`src/rtl/clock_reset_sequencer_pkg.sv`:
```
// clock_reset_sequencer_pkg: shared state encoding and widths for the reset sequencer
package clock_reset_sequencer_pkg;
  localparam int ST_W = 3;
  localparam int LLC_W = 8;
  typedef enum logic [ST_W-1:0] {
    ST_HOLD      = 3'd0,
    ST_WAIT_LOCK = 3'd1,
    ST_REL_SDRAM = 3'd2,
    ST_REL_VIDEO = 3'd3,
    ST_RUN       = 3'd4
  } seq_state_e;
endpackage

```
`src/rtl/clock_reset_sequencer_sync_2ff.sv`:
```
// sync_2ff: single-bit two-flop synchroniser with synchronous active-high reset
module sync_2ff (
  input  logic clk,
  input  logic reset,
  input  logic d,
  output logic q
);
  logic s1_q, s2_q;
  always_ff @(posedge clk) begin
    if (reset) begin
      s1_q <= 1'b0;
      s2_q <= 1'b0;
    end else begin
      s1_q <= d;
      s2_q <= s1_q;
    end
  end
  assign q = s2_q;
endmodule

```
`src/rtl/clock_reset_sequencer.sv`:
```
// clock_reset_sequencer: orders SDRAM, video and audio reset releases after both PLLs lock
module clock_reset_sequencer
  import clock_reset_sequencer_pkg::*;
#(
  parameter int LOCK_STABLE_CYCLES = 27000,
  parameter int SDRAM_INIT_TIMEOUT = 5400,
  parameter int RELEASE_GAP = 16,
  parameter int CNT_W = 16
) (
  input  logic             clk,
  input  logic             reset,
  input  logic             clk_135_lock,
  input  logic             clk_sdram_lock,
  input  logic             sdram_init_done,
  output logic             sdram_rst,
  output logic             video_rst,
  output logic             audio_rst,
  output logic             sys_ready,
  output logic             init_timeout,
  output logic [LLC_W-1:0] lock_loss_count,
  output logic [ST_W-1:0]  seq_state
);
  localparam logic [CNT_W-1:0] LOCK_LAST = CNT_W'(LOCK_STABLE_CYCLES - 1);
  localparam logic [CNT_W-1:0] TIMEOUT_LAST = CNT_W'(SDRAM_INIT_TIMEOUT - 1);
  localparam logic [CNT_W-1:0] GAP_LAST = CNT_W'(RELEASE_GAP - 1);
  logic lock_135, lock_sdram, locks_ok, lost;
  seq_state_e state_q, state_d;
  logic [CNT_W-1:0] cnt_q, cnt_d;
  logic sdram_rst_q, sdram_rst_d, video_rst_q, video_rst_d;
  logic audio_rst_q, audio_rst_d, sys_ready_q, sys_ready_d;
  logic init_timeout_q, init_timeout_d;
  logic [LLC_W-1:0] llc_q, llc_d;
  sync_2ff u_sync_135 (.clk(clk), .reset(reset), .d(clk_135_lock), .q(lock_135));
  sync_2ff u_sync_sdram (.clk(clk), .reset(reset), .d(clk_sdram_lock), .q(lock_sdram));
  assign locks_ok = lock_135 & lock_sdram;
  assign lost = !locks_ok && (state_q inside {ST_REL_SDRAM, ST_REL_VIDEO, ST_RUN});
  always_comb begin
    state_d = state_q;
    cnt_d = cnt_q;
    init_timeout_d = init_timeout_q;
    llc_d = llc_q;
    case (state_q)
      ST_HOLD: begin
        state_d = ST_WAIT_LOCK;
        cnt_d = '0;
      end
      ST_WAIT_LOCK: begin
        cnt_d = locks_ok ? cnt_q + 1'b1 : '0;
        if (locks_ok && cnt_q == LOCK_LAST) begin
          state_d = ST_REL_SDRAM;
          cnt_d = '0;
        end
      end
      ST_REL_SDRAM: begin
        cnt_d = cnt_q + 1'b1;
        if (sdram_init_done) begin
          state_d = ST_REL_VIDEO;
          cnt_d = '0;
        end else if (cnt_q == TIMEOUT_LAST) begin
          state_d = ST_REL_VIDEO;
          init_timeout_d = 1'b1;
          cnt_d = '0;
        end
      end
      ST_REL_VIDEO: begin
        cnt_d = cnt_q + 1'b1;
        if (cnt_q == GAP_LAST) begin
          state_d = ST_RUN;
          cnt_d = '0;
        end
      end
      ST_RUN: cnt_d = '0;
      default: begin
        state_d = ST_HOLD;
        cnt_d = '0;
      end
    endcase
    if (lost) begin
      state_d = ST_HOLD;
      cnt_d = '0;
      init_timeout_d = init_timeout_q;
      llc_d = &llc_q ? llc_q : llc_q + 1'b1;
    end
    sdram_rst_d = !(state_d inside {ST_REL_SDRAM, ST_REL_VIDEO, ST_RUN});
    video_rst_d = !(state_d inside {ST_REL_VIDEO, ST_RUN});
    audio_rst_d = state_d != ST_RUN;
    sys_ready_d = state_d == ST_RUN;
  end
  always_ff @(posedge clk) begin
    if (reset) begin
      state_q <= ST_HOLD;
      cnt_q <= '0;
      sdram_rst_q <= 1'b1;
      video_rst_q <= 1'b1;
      audio_rst_q <= 1'b1;
      sys_ready_q <= 1'b0;
      init_timeout_q <= 1'b0;
      llc_q <= '0;
    end else begin
      state_q <= state_d;
      cnt_q <= cnt_d;
      sdram_rst_q <= sdram_rst_d;
      video_rst_q <= video_rst_d;
      audio_rst_q <= audio_rst_d;
      sys_ready_q <= sys_ready_d;
      init_timeout_q <= init_timeout_d;
      llc_q <= llc_d;
    end
  end
  assign sdram_rst = sdram_rst_q;
  assign video_rst = video_rst_q;
  assign audio_rst = audio_rst_q;
  assign sys_ready = sys_ready_q;
  assign init_timeout = init_timeout_q;
  assign lock_loss_count = llc_q;
  assign seq_state = state_q;
endmodule
```
`config.mk`:
```
export PLATFORM = sky130hd
export DESIGN_NAME = clock_reset_sequencer
export DESIGN_NICKNAME = d
export VERILOG_FILES = /design/src/rtl/clock_reset_sequencer_pkg.sv /design/src/rtl/clock_reset_sequencer_sync_2ff.sv /design/src/rtl/clock_reset_sequencer.sv
export SDC_FILE = /design/constraint.sdc
export NUM_CORES = 1
export LEC_CHECK = 0
export ABC_AREA = 1
export CAP_MARGIN = 10
export CORE_ASPECT_RATIO = 1.2
export CORE_UTILIZATION = 30
export DETAILED_ROUTE_END_ITERATION = 7
export DONT_BUFFER_PORTS = 1
export GPL_TIMING_DRIVEN = 0
export HOLD_SLACK_MARGIN = 0.03
export PLACE_DENSITY = 0.54
export SYNTH_ARGS = -nofsm -noshare
export SYNTH_HDL_FRONTEND = slang
export SYNTH_SLANG_ARGS = --single-unit
```
`constraint.sdc`:
```
create_clock -name clk -period 2.1 [get_ports clk]
set_clock_uncertainty 0.15 [all_clocks]
set_input_delay 0.42 -clock clk [delete_from_list [all_inputs] [get_ports clk]]
set_output_delay 0.42 -clock clk [all_outputs]
set_load 0.01 [all_outputs]
```
==> reports/results.tsv <==
metric	value	unit
drt_iter0_drc	63	
synth_edf_count	0	
clock_sinks	36	
worst-slew-pin-transition	0.402	ns
start_util	0.313	
yosys_most_used_dff	dfxtp_1	
synth_fp_nets	237	
grt_max_degree	11	
row_count	29	
period_minus_slack	1.93	ns
power_leakage	0.720	nW
yosys-top-cells-area	dfxtp_1 43%, nand2_1 10%, nor2_1 9.9%	
slew_viol_final	0	
ys_seq_area_frac	0.431	
final_cells	300	
nNetsFinal	244	
synth_common_cells	45 x nand2_1, 44 x nor2_1, 36 x dfxtp_1	
antenna_left	0	
status	completed	
fp.dieH	83.8	um
grt_pass1_vias	1371	
whs	0.0850	ns
synth_area_leader_cell	dfxtp_1	
grt_pass1_wl	5860	um
end_kind	flop	
drc_errors	0	
clockRootBuffer	clkbuf_8	
diodes	0	
ctsHoldBuffers	0	
max-clock-path-buffers	2	
path_class	reg2reg	
synthArstFlopShare	0	
grt-ovfl-total	0	
finalCritPeriodShare	0.920	
post_drt_wl_per_cell	10.7	um
fillers	571	
cap_violations	0	
die_area	5880	um2
cts.clk_slew.worst_paths	0.06	ns
fin_area	1850	um2
worstSkewPairLatency	0.29	ns
routed-via-count	1363	
cts_buffers	5	
ys_types	27	
io_pins	21	
ys_warn_count	0	
path_max_fanout	10	
slew_headroom	0.732	
syn_area_per_cell	7.27	um2
port_buffers	0	
min_path_type	in2reg	
synth-seq-cells	36	
post-place-cells	292	
power.total	0.00122	W
synth_area	1670	um2
synth_top_area_frac	0.431	
power_density	658	nW/um2
hold_violations	0	
rsz0062_at_grt	false	
timing.fmax	518	MHz
finalSetupViolations	0	
power.ir.vdd_worst	0.000367	V
firstDrtPassIters	4	
place_congestion	0.812	
core_area	5330	um2
crit_arrival	1.96	ns
placed_area	1750	um2
die_width	70.1	um
area_growth	10.9	%
antenna_found_initial	0	
synthCells	230	
drive_gt1_frac	0.122	
required	2.13	ns
cp-start-kind	flop	
dp.final_hpwl	2450	um
drt-total-wl	3220	um
finalSetupTns	0	ns
htree_levels	2	
grt_usage	0.126	
vias_per_cell	4.54	
yosysMostFrequentCell	nand2_1	
cts_tree	built	
## metrics by stage
stage | setup slack (ns) | util
global route | 0.00327 | 0.347
global placement | 0.0546 | 0.328
floorplan | 0.376 | -
CTS | 0.0548 | 0.345
finish | 0.168 | 0.347
detailed placement | 0.0634 | 0.328
## cells in the final DEF, fill, tap and decap left out
cell	n
inv_1	26
dfxtp_1	36
xor2_1	10
o21bai_1	1
nor3_1	6
o31ai_1	2
clkbuf_1	3
xnor2_1	3
nand2_2	2
nand3_2	1
nand3_1	11
o21ai_4	1
o21ai_2	2
nor2_2	12
clkinv_1	1
ha_1	2
buf_8	1
o22ai_1	1
nand2_1	45
clkbuf_8	6
nor4_1	1
inv_2	3
nand3b_1	1
o21ai_0	3
nor2_4	1
a31oi_1	1
nor2_1	43
a21oi_1	7
nand4_1	6
## flip-flops by register name (all words and copies together), names as in the netlist
register / count
u_sync_sdram.q: 1
lock_loss_count: 8
u_sync_sdram.s1_q: 1
sdram_rst: 1
sys_ready: 1
u_sync_135.s1_q: 1
audio_rst: 1
init_timeout: 1
cnt_q: 16
video_rst: 1
u_sync_135.q: 1
seq_state: 3
## metal layers
layer  track usage  vias up  share of wire
met5             0        -              0
met3        0.0447        7          0.054
li1              -      736              -
met2         0.212       22           0.46
met1         0.139      598           0.46
met4        0.0600        0          0.021
## path summary, 6_finish.rpt
check                                  startpoint                end  slack, ns  cells after the start
worst min-delay path               clk_sdram_lock  u_sync_sdram.s1_q       0.09                      2
worst min register to register  u_sync_sdram.s1_q     u_sync_sdram.q       0.25                      2
worst max-delay path                     cnt_q[0]           cnt_q[3]       0.17                      9
worst max register to register           cnt_q[0]           cnt_q[3]       0.17                      9
## layout make-up
| type | instances | area [um2] | share of cell area |
|---|---|---|---|
| clock buffer | 8 | 90.1 | 0.0486 |
| inverter | 30 | 113 | 0.0608 |
| multi-input combinational | 162 | 833 | 0.450 |
| sequential | 36 | 721 | 0.389 |
| tap | 62 | 77.6 | 0.0419 |
| buffer | 2 | 18.8 | 0.0101 |
## kinds of logic after synthesis
kind of cell             Yosys count  share of synthesized area
AND/OR/NAND/NOR                  129                      0.343
adder cells (fa/ha/maj)            2                     0.0150
XOR/XNOR                          13                     0.0681
buffers and inverters             32                     0.0763
AO/OA/AOI/OAI                     18                     0.0666
flip-flops                        36                      0.431
## worst max-delay path: stages, from the launching register on
cell,delay [ns]
dfxtp_1,0.36
ha_1,0.22
nand3_1,0.17
nor2_1,0.16
nand2_1,0.09
nand2_1,0.12
o21ai_2,0.08
o21ai_4,0.24
buf_8,0.20
nor2_2,0.04
## report_power, final
| part | switching [W] | internal (W) |
|---|---|---|
| clock | 0.000236 | 0.000267 |
| sequential | 0.00000313 | 0.000688 |
| combinational | 0.0000173 | 0.00000731 |
## timing repair
action	4_1_cts	5_1_grt
gates resized for setup	0	3
setup buffers	0	0
endpoints found under the setup margin	0	12
Power figures use the tool's default switching activity.
